## src/rtl/mbist_fail_collector.sv

```systemverilog
// mbist_fail_collector: compares memory read data against the controller's expected data,
// counts and logs the first failing locations, and unloads the log through a scan chain.
module mbist_fail_collector #(
  parameter int BG_DATA   = 2,
  parameter int ADDR_X    = 2,
  parameter int ADDR_Y    = 2,
  parameter int RD_LAT    = 1,
  parameter int LOG_DEPTH = 4,
  parameter int CNT_W     = 4
) (
  input  logic              clk,
  input  logic              reset,
  input  logic              i_mbist_run,
  input  logic [ADDR_X-1:0] i_addr_x,
  input  logic [ADDR_Y-1:0] i_addr_y,
  input  logic [BG_DATA-1:0] i_exp_data,
  input  logic              i_re,
  input  logic              i_comp_en,
  input  logic [BG_DATA-1:0] i_mem_q,
  input  logic              i_shift_en,
  input  logic              si,
  output logic              so,
  output logic              o_fail_flag,
  output logic [CNT_W-1:0]  o_fail_cnt
);
  localparam int ENTRY_W = ADDR_Y + ADDR_X + BG_DATA;
  localparam int CHAIN_W = LOG_DEPTH * ENTRY_W + CNT_W + 1;
  localparam int CNT_LSB = LOG_DEPTH * ENTRY_W;
  localparam int STG_W   = 1 + ENTRY_W;
  localparam int PTR_W   = $clog2(LOG_DEPTH + 1);
  localparam logic [PTR_W-1:0] DEPTH_P = PTR_W'(LOG_DEPTH);

  logic [RD_LAT*STG_W-1:0] r_pipe;
  logic [CHAIN_W-1:0]      r_chain;
  logic [PTR_W-1:0]        r_wr_ptr;
  logic                    r_sticky;
  logic                    r_run_q;
  logic [RD_LAT*STG_W-1:0] w_pipe_nxt;
  logic [STG_W-1:0]        w_stg_in;
  logic                    w_vld_d;
  logic [ADDR_Y-1:0]       w_y_d;
  logic [ADDR_X-1:0]       w_x_d;
  logic [BG_DATA-1:0]      w_exp_d;
  logic                    w_clr;
  logic                    w_mis;
  logic [CNT_W-1:0]        w_cnt;
  logic [CNT_LSB-1:0]      w_log;

  assign w_stg_in = {i_re & i_comp_en & ~i_shift_en, i_addr_y, i_addr_x, i_exp_data};
  // Newest stage sits in the LSBs; the oldest (RD_LAT cycles old) at the top.
  generate
    if (RD_LAT == 1) begin : g_lat1
      assign w_pipe_nxt = w_stg_in;
    end else begin : g_latn
      assign w_pipe_nxt = {r_pipe[(RD_LAT-1)*STG_W-1:0], w_stg_in};
    end
  endgenerate
  assign {w_vld_d, w_y_d, w_x_d, w_exp_d} = r_pipe[(RD_LAT-1)*STG_W +: STG_W];

  assign w_clr       = i_mbist_run & ~r_run_q;
  assign w_mis       = w_vld_d & (i_mem_q !== w_exp_d);
  assign w_cnt       = r_chain[CNT_LSB +: CNT_W];
  assign so          = r_chain[0];
  assign o_fail_cnt  = w_cnt;
  assign o_fail_flag = r_sticky | (|w_cnt);

  generate
    for (genvar e = 0; e < LOG_DEPTH; e++) begin : g_ent
      assign w_log[e*ENTRY_W +: ENTRY_W] = (r_wr_ptr == PTR_W'(e)) ?
        {w_y_d, w_x_d, i_mem_q} : r_chain[e*ENTRY_W +: ENTRY_W];
    end
  endgenerate

  always_ff @(posedge clk or posedge reset) begin
    if (reset) r_pipe <= '0;
    else r_pipe <= w_pipe_nxt;
  end

  // Priority: clear on run rising edge, then shift, then mismatch logging.
  always_ff @(posedge clk or posedge reset) begin
    if (reset) begin
      r_chain  <= '0;
      r_wr_ptr <= '0;
      r_sticky <= 1'b0;
      r_run_q  <= 1'b0;
    end else begin
      r_run_q <= i_mbist_run;
      if (w_clr) begin
        r_chain  <= '0;
        r_wr_ptr <= '0;
        r_sticky <= 1'b0;
      end else if (i_shift_en) begin
        r_chain <= {si, r_chain[CHAIN_W-1:1]};
      end else if (w_mis) begin
        r_sticky <= 1'b1;
        r_chain[CNT_LSB +: CNT_W] <= (&w_cnt) ? w_cnt : w_cnt + 1'b1;
        if (r_wr_ptr < DEPTH_P) begin
          r_chain[CNT_LSB-1:0] <= w_log;
          r_wr_ptr <= r_wr_ptr + 1'b1;
        end else begin
          r_chain[CHAIN_W-1] <= 1'b1;
        end
      end
    end
  end
endmodule

```

## config.mk

```make
export PLATFORM = sky130hd
export DESIGN_NAME = mbist_fail_collector
export DESIGN_NICKNAME = d
export VERILOG_FILES = /design/src/rtl/mbist_fail_collector.sv
export SDC_FILE = /design/constraint.sdc
export NUM_CORES = 1
export LEC_CHECK = 0
export ABC_AREA = 1
export BUFFER_PORTS_ARGS = -buffer_cell sky130_fd_sc_hd__buf_2
export CAP_MARGIN = 10
export CORE_MARGIN = 3
export CORE_UTILIZATION = 55
export DETAILED_ROUTE_END_ITERATION = 12
export GPL_TIMING_DRIVEN = 0
export PLACE_DENSITY_LB_ADDON = 0.15
export RECOVER_POWER = 50
export SYNTH_ARGS = -nofsm -noshare
export SYNTH_HDL_FRONTEND = slang
export SYNTH_SLANG_ARGS = --single-unit
export TNS_END_PERCENT = 20
```

## constraint.sdc

```tcl
create_clock -name clk -period 4.12 [get_ports clk]
set_clock_uncertainty 0.15 [all_clocks]
set_input_delay 0.206 -clock clk [delete_from_list [all_inputs] [get_ports clk]]
set_output_delay 0.206 -clock clk [all_outputs]
set_load 0.005 [all_outputs]
```

==> results of run 1 <==
## registers in the layout, summed over array words and instances, names as in the netlist
register	count
r_chain	29
r_pipe	7
r_run_q	1
r_sticky	1
r_wr_ptr	3
## cell usage after synthesis (2+ instances only)
cell type | count | area share, %
nor2_4 | 2 | 0.95
buf_4 | 8 | 2.5
ha_1 | 7 | 3.7
inv_2 | 3 | 0.48
nand3_1 | 33 | 7.0
buf_2 | 3 | 0.63
inv_1 | 25 | 4.0
nand2_1 | 92 | 15
nand4_1 | 5 | 1.3
nand4_4 | 4 | 3.6
nor2_1 | 10 | 1.6
o21ai_1 | 2 | 0.42
dfrtp_1 | 41 | 43
o21ai_0 | 2 | 0.42
nand2_2 | 4 | 1.1
a21oi_1 | 26 | 5.5
nand2_4 | 5 | 2.4
buf_6 | 3 | 1.4
## cells by family (layout without fill, tap and decap cells)
group / Yosys count / count (layout)
AO/OA/AOI/OAI: 33 / 33
XOR/XNOR: 1 / 1
adder cells (fa/ha/maj): 7 / 7
buffers and inverters: 44 / 81
flip-flops: 41 / 41
AND/OR/NAND/NOR: 159 / 159
## critical path, cell delays in order
cell           delay [ns]
dlygate4sd3_1        0.53
buf_2                0.12
inv_1                1.09
## placed cells by master (no fill, tap or decap), types with 2 or more instances in the layout
master          n
buf_2          21
nand2_4         5
ha_1            7
buf_6           3
o21ai_1         2
inv_2           3
clkinv_2        2
nand2_2         4
buf_4           4
nand4_1         5
inv_1          25
nand3_1        33
nand2_1        92
nor2_1         10
clkbuf_4        4
dlygate4sd3_1  10
nand4_4         4
clkbuf_8        7
o21ai_0         2
dfrtp_1        41
a21oi_1        26
nor2_4          2
## area by class of cell
type                       count  area (µm²)
fill                         343        1360
multi-input combinational    200        1100
sequential                    41        1030
timing repair buffer          29         194
buffer                        15         129
inverter                      29         110
clock buffer                   7        96.3
tap                           50        62.6
clock inverter                 1        5.00
## where the power goes
group	switching [mW]	internal, mW
logic	0.146	0.108
clock network	0.139	0.152
registers	0.0408	0.451
## metal layers
layer / wire [µm] / share of wire (%)
met1: 2430 / 47
met2: 2380 / 46
met3: 202 / 3.9
met4: 126 / 2.5
met5: 0 / 0
## how the worst min path moves through the flow
stage | to | from | slack (ns)
after floorplan | r_pipe[0] | i_exp_data[0] | 0.09
after global placement | r_pipe[2] | i_addr_x[0] | 0.16
after detailed placement | r_pipe[0] | i_exp_data[0] | 0.17
after CTS | r_chain[28] | si | 0.08
after global routing | r_chain[28] | si | 0.14
final | r_chain[28] | si | 0.08
## stage by stage
| step | util [%] | cells | hold WS, ns |
|---|---|---|---|
| after floorplan | - | 285 | 0.0874 |
| after global placement | 61.8 | 354 | 0.164 |
| after detailed placement | 61.8 | 354 | 0.166 |
| after CTS | 66.8 | 372 | 0.0757 |
| after global routing | 66.7 | 372 | 0.138 |
| final | 66.7 | 372 | 0.0775 |
==> qor_table.md, run 1 <==
| Quantity | Reported |
| --- | --- |
| Status | finished, violations left |
| Violated checks | capacitance limit, slew limit |
| Slew Limit Headroom | -3.63% |
| Reg-to-reg endpoint | r_chain[26] |
| Number of violations of the max-capacitance limit | 1 |
| Sink Count | 41 |
| Clk_lat worst skew | 0.29 ns |
| M2 GR Usage | 36.2% |
| Global-route wire length before repair | 8800 µm |
| Post-detailed-placement half-perimeter wirelength | 3430 µm |
| Layer with the highest usage after global routing | met2 |
| Cell count of the worst hold path | 3 |
| Antenna cell count | 0 |
| H-Tree Depth | 2 |
| TritonCTS clock tree | built |
| Initial drt markers | 137 |
| Simple-gate area share of the yosys netlist | 35.1% |
| CP max FO | 41 |
| Clock tree root driver cell | clkbuf_8 |
| Worst setup slack after layout | 2.13 ns |
| Count of yosys warnings during synthesis | 0 |
| Arrival time of data at the critical path endpoint | 1.96 ns |
| Adder-cell share of the synthesized area | 3.70% |
| Number of rows in the core area | 23 |
| Maximum clock frequency | 502 MHz |
| Antenna violations before repair | 0 |
| Final period demand of the worst path | 1.99 ns |
| Placed cell areas | 0.00253 mm² |
| Async set or reset register ratio after synthesis | 100% |
| Starting Density | 58.0% |
| Register area share after synthesis | 43.3% |
| Synthesized-area fraction occupied by xor and xnor cells | 0.370% |
| Post-CTS resize count | 0 |
| Setup_tns | 0 ns |
| Maximum number of pins on one net before global-route repair | 42 |
| Horizontal die dimension | 71.6 µm |
| Number of I/O port buffers | 19 |
| Post-synthesis instance area | 0.00237 mm² |
| Fraction of final layout cells sized beyond drive strength 1 | 20.2% |
| Largest family of logic cells by synthesized area | simple AND/OR/NAND/NOR gates |
| Crit path capture type | async pin |
| Unrepaired setup endpoints after global routing | no |
| Routed wire length | 5140 µm |
| Via-per-instance ratio | 5.26 |
| Final period utilization | 48.3% |
| Worst Hold Class | primary input to flop |
| Net count of the finished layout | 343 |
| Transition time of the tightest slew-check pin | 1.55 ns |
| Core area | 0.00409 mm² |
| Number of global-route vias before repair | 1,936 |
| Post-synthesis cell type count | 28 |
| Endpoints failing hold | 0 |
| Number of setup buffers added after CTS | 0 |
| Vertical extent of the die | 71.6 µm |
| Total congestion overflow | 0 |
| Post-Syn Nets | 307 |
| Static power due to leakage | 1.39 nW |
| Post-Synthesis Mean Instance Area | 8.31 µm² |
| Final max-slew violation count | 42 |
| Crit path required time | 4.09 ns |
| Share of the synthesized area in compound gates (AO/OA/AOI/OAI) | 7.44% |
| Layout Cell Area excl Fill | 0.00273 mm² |
| Pre-CTS setup slack | 2.65 ns |
| Leading register cell type out of synthesis | dfrtp_1 |
| Post-detailed-route DRC marker count | 0 |
| Mux cell area share after synthesis | 0% |
| Number of top-level pins | 21 |
| CTS buffer count | 5 |
| Number of cells traversed by the worst register-to-register path | 6 |
| Post-layout total power | 1.04 mW |
| Count of hold-fix buffers inserted at cts | 10 |
| Antenna-violating nets left | 0 |
| Power density of the placed cells | 380 mW/mm² |
| Critical path startpoint category | primary input |
| R2r setup slk | 2.64 ns |
| Reg clk slew, reported paths | 0.08 ns |
| Met3 layer usage reported by global route | 3.93% |
| Critical path launch point | reset |
| Flip-flop and latch count after synthesis | 41 |
| Worst setup path end | r_chain[11] |
| Final routed wire length divided by cell count | 13.8 µm |
| Critical register-to-register path startpoint | r_chain[24] |
| Count of mapped cells out of synthesis | 285 |
| GRT Util Overall | 22.1% |
| Overall via count from detail_route | 1,956 |
| Fraction of met1 tracks used by global routing | 28.8% |
| Area delta synth->final | 15.1% |
| Setup violations, final | 0 |
| Number of synthesized flops with an enable pin | 0 |
| DIE AREA | 0.00513 mm² |
| Worst setup path category | primary input to async pin |
| Number of iterations in the first detailed-routing pass | 4 |
| Peak VDD IR | 0.000271 V |
| Final weighted congestion in routability-driven placement | 0.819 |
| Clock Tree Buf Depth | 2 |
Note: power is estimated with default switching activity, not from simulation.
==> run 2, diff against run 1 <==
Settings changed: ABC_AREA 1 to 0, CORE_UTILIZATION 55 to 53.
Clock period 4.12 ns to 1.7 ns, I/O delays scaled along.
==> run 2 against run 1 <==
The run ends with setup timing left. Die area grew 5.5%. Sequential share of layout area shrank 1.1 points. Clock power grew 120%. Critical path depth grew 2. Power grew 120%. Utilization grew 0.32 points. Register-to-register slack lost 2.7 ns. Design area grew 3.3%. Combinational power grew 98%. Synthesized area grew 2.1%.
==> qor_table.md, run 2 <==
| Quantity | Reported | Delta |
| --- | --- | --- |
| Status | finished, violations left |  |
| Violated checks | setup timing |  |
| Maximum number of pins on one net before global-route repair | 42 | unchanged |
| Terminating pin of the worst hold path | r_chain[24] |  |
| Endpoints failing hold | 0 | unchanged |
| Final period utilization | 101% |  |
| Critical register-to-register path startpoint | r_chain[24] |  |
| Number of I/O port buffers | 19 | unchanged |
| Crit path capture type | flop |  |
| Final max-slew violation count | 0 | -100% |
| CP max FO | 5 | -88% |
| Antenna violations before repair | 0 | unchanged |
| R2r setup slk | -0.02 ns | -2.66 ns |
| Slowest cell on crit path | dfrtp_2 |  |
| Flip-flop count of the largest register, all copies and words added | 29 | unchanged |
| Worst Path Buf+Inv | 1 | -2 |
| Static power due to leakage | 1.27 nW | -8.3% |
| Cell count of the worst hold path | 3 | unchanged |
| Clk_lat worst skew | 0.30 ns | about the same |
| Post-synthesis cell type count | 33 | +18% |
| Switching part of the total power | 28.0% | -3.4 points |
| Top cells by count, synth | dfrtp_1, mux2i_1, nor3_1, nor3b_2, o21ai_1 |  |
| Count of mapped cells out of synthesis | 218 | -24% |
| Area delta synth->final | 16.4% |  |
| Unrepaired setup endpoints after global routing | yes |  |
| GRT Util Overall | 19.9% | -2.1 points |
| Placed cell areas | 0.00258 mm² | +2.0% |
| Number of synthesized flops with an enable pin | 0 | unchanged |
| Number of top-level pins | 21 | unchanged |
| Total congestion overflow | 0 | unchanged |
| Fraction of power consumed by the clock network | 28.2% | +0.2 points |
| Clock tree root driver cell | clkbuf_8 |  |
| Transition time of the tightest slew-check pin | 0.871 ns | -0.682 ns |
| Antenna-violating nets left | 0 | unchanged |
| Flip-flop and latch count after synthesis | 41 | unchanged |
| Simple-gate area share of the yosys netlist | 20.5% | -15 points |
| Commonest non-fill, non-tap cells in the layout | dfrtp_1, mux2i_1, nor3_1, nor3b_2, buf_2 |  |
| Clock Tree Buf Depth | 2 | unchanged |
| Leading cell type in the layout, fill and taps excluded | dfrtp_1 |  |
| Synthesized-area fraction occupied by xor and xnor cells | 3.15% | +2.8 points |
| Layout Cell Area excl Fill | 0.00282 mm² | +3.3% |
| Startpoint of the tightest hold check path | i_shift_en |  |
| Smallest hold slack | 0.148 ns | +0.0700 ns |
| Post-detailed-placement half-perimeter wirelength | 3280 µm | -4.4% |
| Post-synthesis instance area | 0.00242 mm² | +2.1% |
| Net count of the finished layout | 279 | -19% |
| Starting Density | 57.6% | -0.40 points |
| Crit path required time | 1.73 ns | -2.36 ns |
| Number of violations of the max-capacitance limit | 0 | -1 |
| Register with the most flip-flops | r_chain |  |
| Critical path startpoint category | flop |  |
| Worst setup path category | flop to flop |  |
| Adder-cell share of the synthesized area | 3.62% | -0.076 points |
| Count of yosys warnings during synthesis | 0 | unchanged |
| Final routed wire length divided by cell count | 15.8 µm | +14% |
| Post-Syn Nets | 240 | -22% |
| Sink Count | 41 | unchanged |
| H-Tree Depth | 2 | unchanged |
| Ranking of synthesized cells by area | dfrtp_1, nor3b_2, mux2i_1 |  |
| Largest registers ranked by flip-flop count | r_chain x29, r_pipe x7, r_wr_ptr x3 |  |
| Area fraction of the dominant cell type after synthesis | 42.4% | -0.90 points |
| Post-layout total power | 2.31 mW | +120% |
| Core area | 0.00420 mm² | +2.8% |
| Number of rows in the core area | 23 | unchanged |
| Worst Hold Class | primary input to flop |  |
| TritonCTS clock tree | built |  |
| Final weighted congestion in routability-driven placement | 0.802 | -2.1% |
| DIE AREA | 0.00541 mm² | +5.5% |
| Final design utilization | 67.1% | +0.32 points |
| Worst setup slack after layout | -0.0156 ns | -2.15 ns |
| Power density of the placed cells | 819 mW/mm² | +120% |
| Arrival time of data at the critical path endpoint | 1.74 ns | -0.22 ns |
| Cell type with the largest total area after synthesis | dfrtp_1 |  |
| Leading register cell type out of synthesis | dfrtp_1 |  |
| Largest family of logic cells by synthesized area | simple AND/OR/NAND/NOR gates |  |
| Register area share after synthesis | 42.4% | -0.90 points |
| Reg clk slew, reported paths | 0.07 ns | about the same |
| Maximum clock frequency | 583 MHz |  |
| CP Cell Sequence | clkbuf_1, ha_2, nand3_1, o211a_1, o311a_1 |  |
| Final period demand of the worst path | 1.72 ns |  |
| Worst stage delay on the critical path | 0.37 ns | -0.72 ns |
| Vertical extent of the die | 73.6 µm | +2.7% |
| Number of cells traversed by the worst register-to-register path | 5 | -1 |
| Overall via count from detail_route | 1,739 | -11% |
| Antenna cell count | 0 | unchanged |
| Peak VDD IR | 0.000531 V | +96% |
| CTS buffer count | 5 | unchanged |
| Fraction of final layout cells sized beyond drive strength 1 | 30.4% | +10 points |
| Multi-input combinational cell area | 0.00126 mm² | +14% |
| Async set or reset register ratio after synthesis | 100% | unchanged |
| Internal portion of total power | 1.66 mW | +130% |
| Top delay family on crit path | compound AO/OA/AOI/OAI gates |  |
| Global-route wire length before repair | 8220 µm | -6.7% |
| Mux cell area share after synthesis | 11.2% | +11 points |
| Number of global-route vias before repair | 1,697 | -12% |
| Reg-to-reg endpoint | r_chain[25] |  |
| Net Sw Power | 0.646 mW | +98% |
| Area used by sequential logic in the layout | 0.00103 mm² | +0.24% |
| Post-detailed-route DRC marker count | 0 | unchanged |
| Leading cell type by number of instances after synthesis | dfrtp_1 |  |
| Post-Synthesis Mean Instance Area | 11.1 µm² | +33% |
| Pre-CTS setup slack | -0.0754 ns | -2.72 ns |
| Setup violations, final | 5 | +5 |
| Share of the synthesized area in compound gates (AO/OA/AOI/OAI) | 12.1% | +4.7 points |
| Slew Limit Headroom | 41.9% | +46 points |
| Initial drt markers | 74 | -46% |
| Routed wire length | 4840 µm | -5.8% |
| Via-per-instance ratio | 5.66 | +7.7% |
| Number of iterations in the first detailed-routing pass | 4 | unchanged |
| Instance count on the critical path | 5 | +2 |
| Horizontal die dimension | 73.6 µm | +2.7% |
| Part of the total power dissipated in combinational logic | 21.8% | -2.7 points |
| Filler instances | 332 | -3.2% |
| Fraction of power consumed by sequential logic | 49.9% | +2.4 points |
run 2: changes by cell type in the layout (fill, tap and decap cells not counted), moves of 6 or more:
| cell | change |
|---|---|
| a21oi_1 | -22 |
| clkbuf_1 | +6 |
| inv_1 | -22 |
| mux2i_1 | +27 |
| nand2_1 | -87 |
| nand3_1 | -31 |
| nor3_1 | +24 |
| nor3b_2 | +24 |
| o21ai_0 | +9 |
| o21ai_1 | +15 |
run 2: worst min-delay path, stage by stage:
cell and delay, ns:
clkbuf_1 0.16, clkinv_1 0.22, a21oi_1 0.10
run 2: cell type report:
type,instances,share of cell area [%]
Clock buffer,7,3.06
Timing Repair Buffer,32,7.50
Multi-Input combinational cell,150,44.6
Sequential cell,41,36.5
Tap cell,50,2.22
Buffer,20,5.20
Inverter,7,0.933
run 2: through the flow:
step                setup TNS, ns  cells
finish                    -0.0615    307
global route                -2.00    307
CTS                        -0.100    307
detailed placement         -0.963    287
global placement            -4.23    287
floorplan                       0    218
run 2: worst max path at each step:
| stage | start | end | slack (ns) |
|---|---|---|---|
| 2_1_floorplan | r_wr_ptr[2] | r_chain[23] | 0.08 |
| 3_3_place_gp | reset | r_pipe[0] | -0.09 |
| 3_5_place_dp | r_wr_ptr[0] | r_chain[14] | -0.08 |
| 4_1_cts | r_wr_ptr[1] | r_chain[7] | -0.03 |
| 5_1_grt | r_wr_ptr[1] | r_chain[23] | -0.14 |
| 6_report | r_chain[24] | r_chain[25] | -0.02 |
run 2: what timing repair did:
item                                   CTS  global route
hold buffers                            11             0
resized for setup                        7             3
endpoints found under the hold margin   50             0
setup endpoints to repair               22            26
setup buffers                            2             0
pin swaps                                4             0
run 2: kinds of logic (layout without fill, tap and decap cells):
kind of cell,Yosys count,in the layout
xor+xnor,7,7
flops,41,41
compound gates,45,45
simple gates,64,64
mux,27,27
buf+inv,27,66
fa+ha+maj,7,7
run 2: power groups by stage:
stage	clock network, mW	logic [mW]	registers (mW)
after floorplan	0	0.364	1.15
after global placement	0	0.458	1.17
after detailed placement	0	0.464	1.18
after CTS	0.667	0.514	1.15
after global routing	0.708	0.566	1.16
final	0.652	0.504	1.15
run 2: routing by layer:
layer	global-route usage, %	vias to the layer above	part of all wire, %
li1	-	862	-
met3	4.92	7	4.2
met1	27.2	840	46
met4	4.83	0	1.3
met2	31.8	30	48
met5	0	-	0
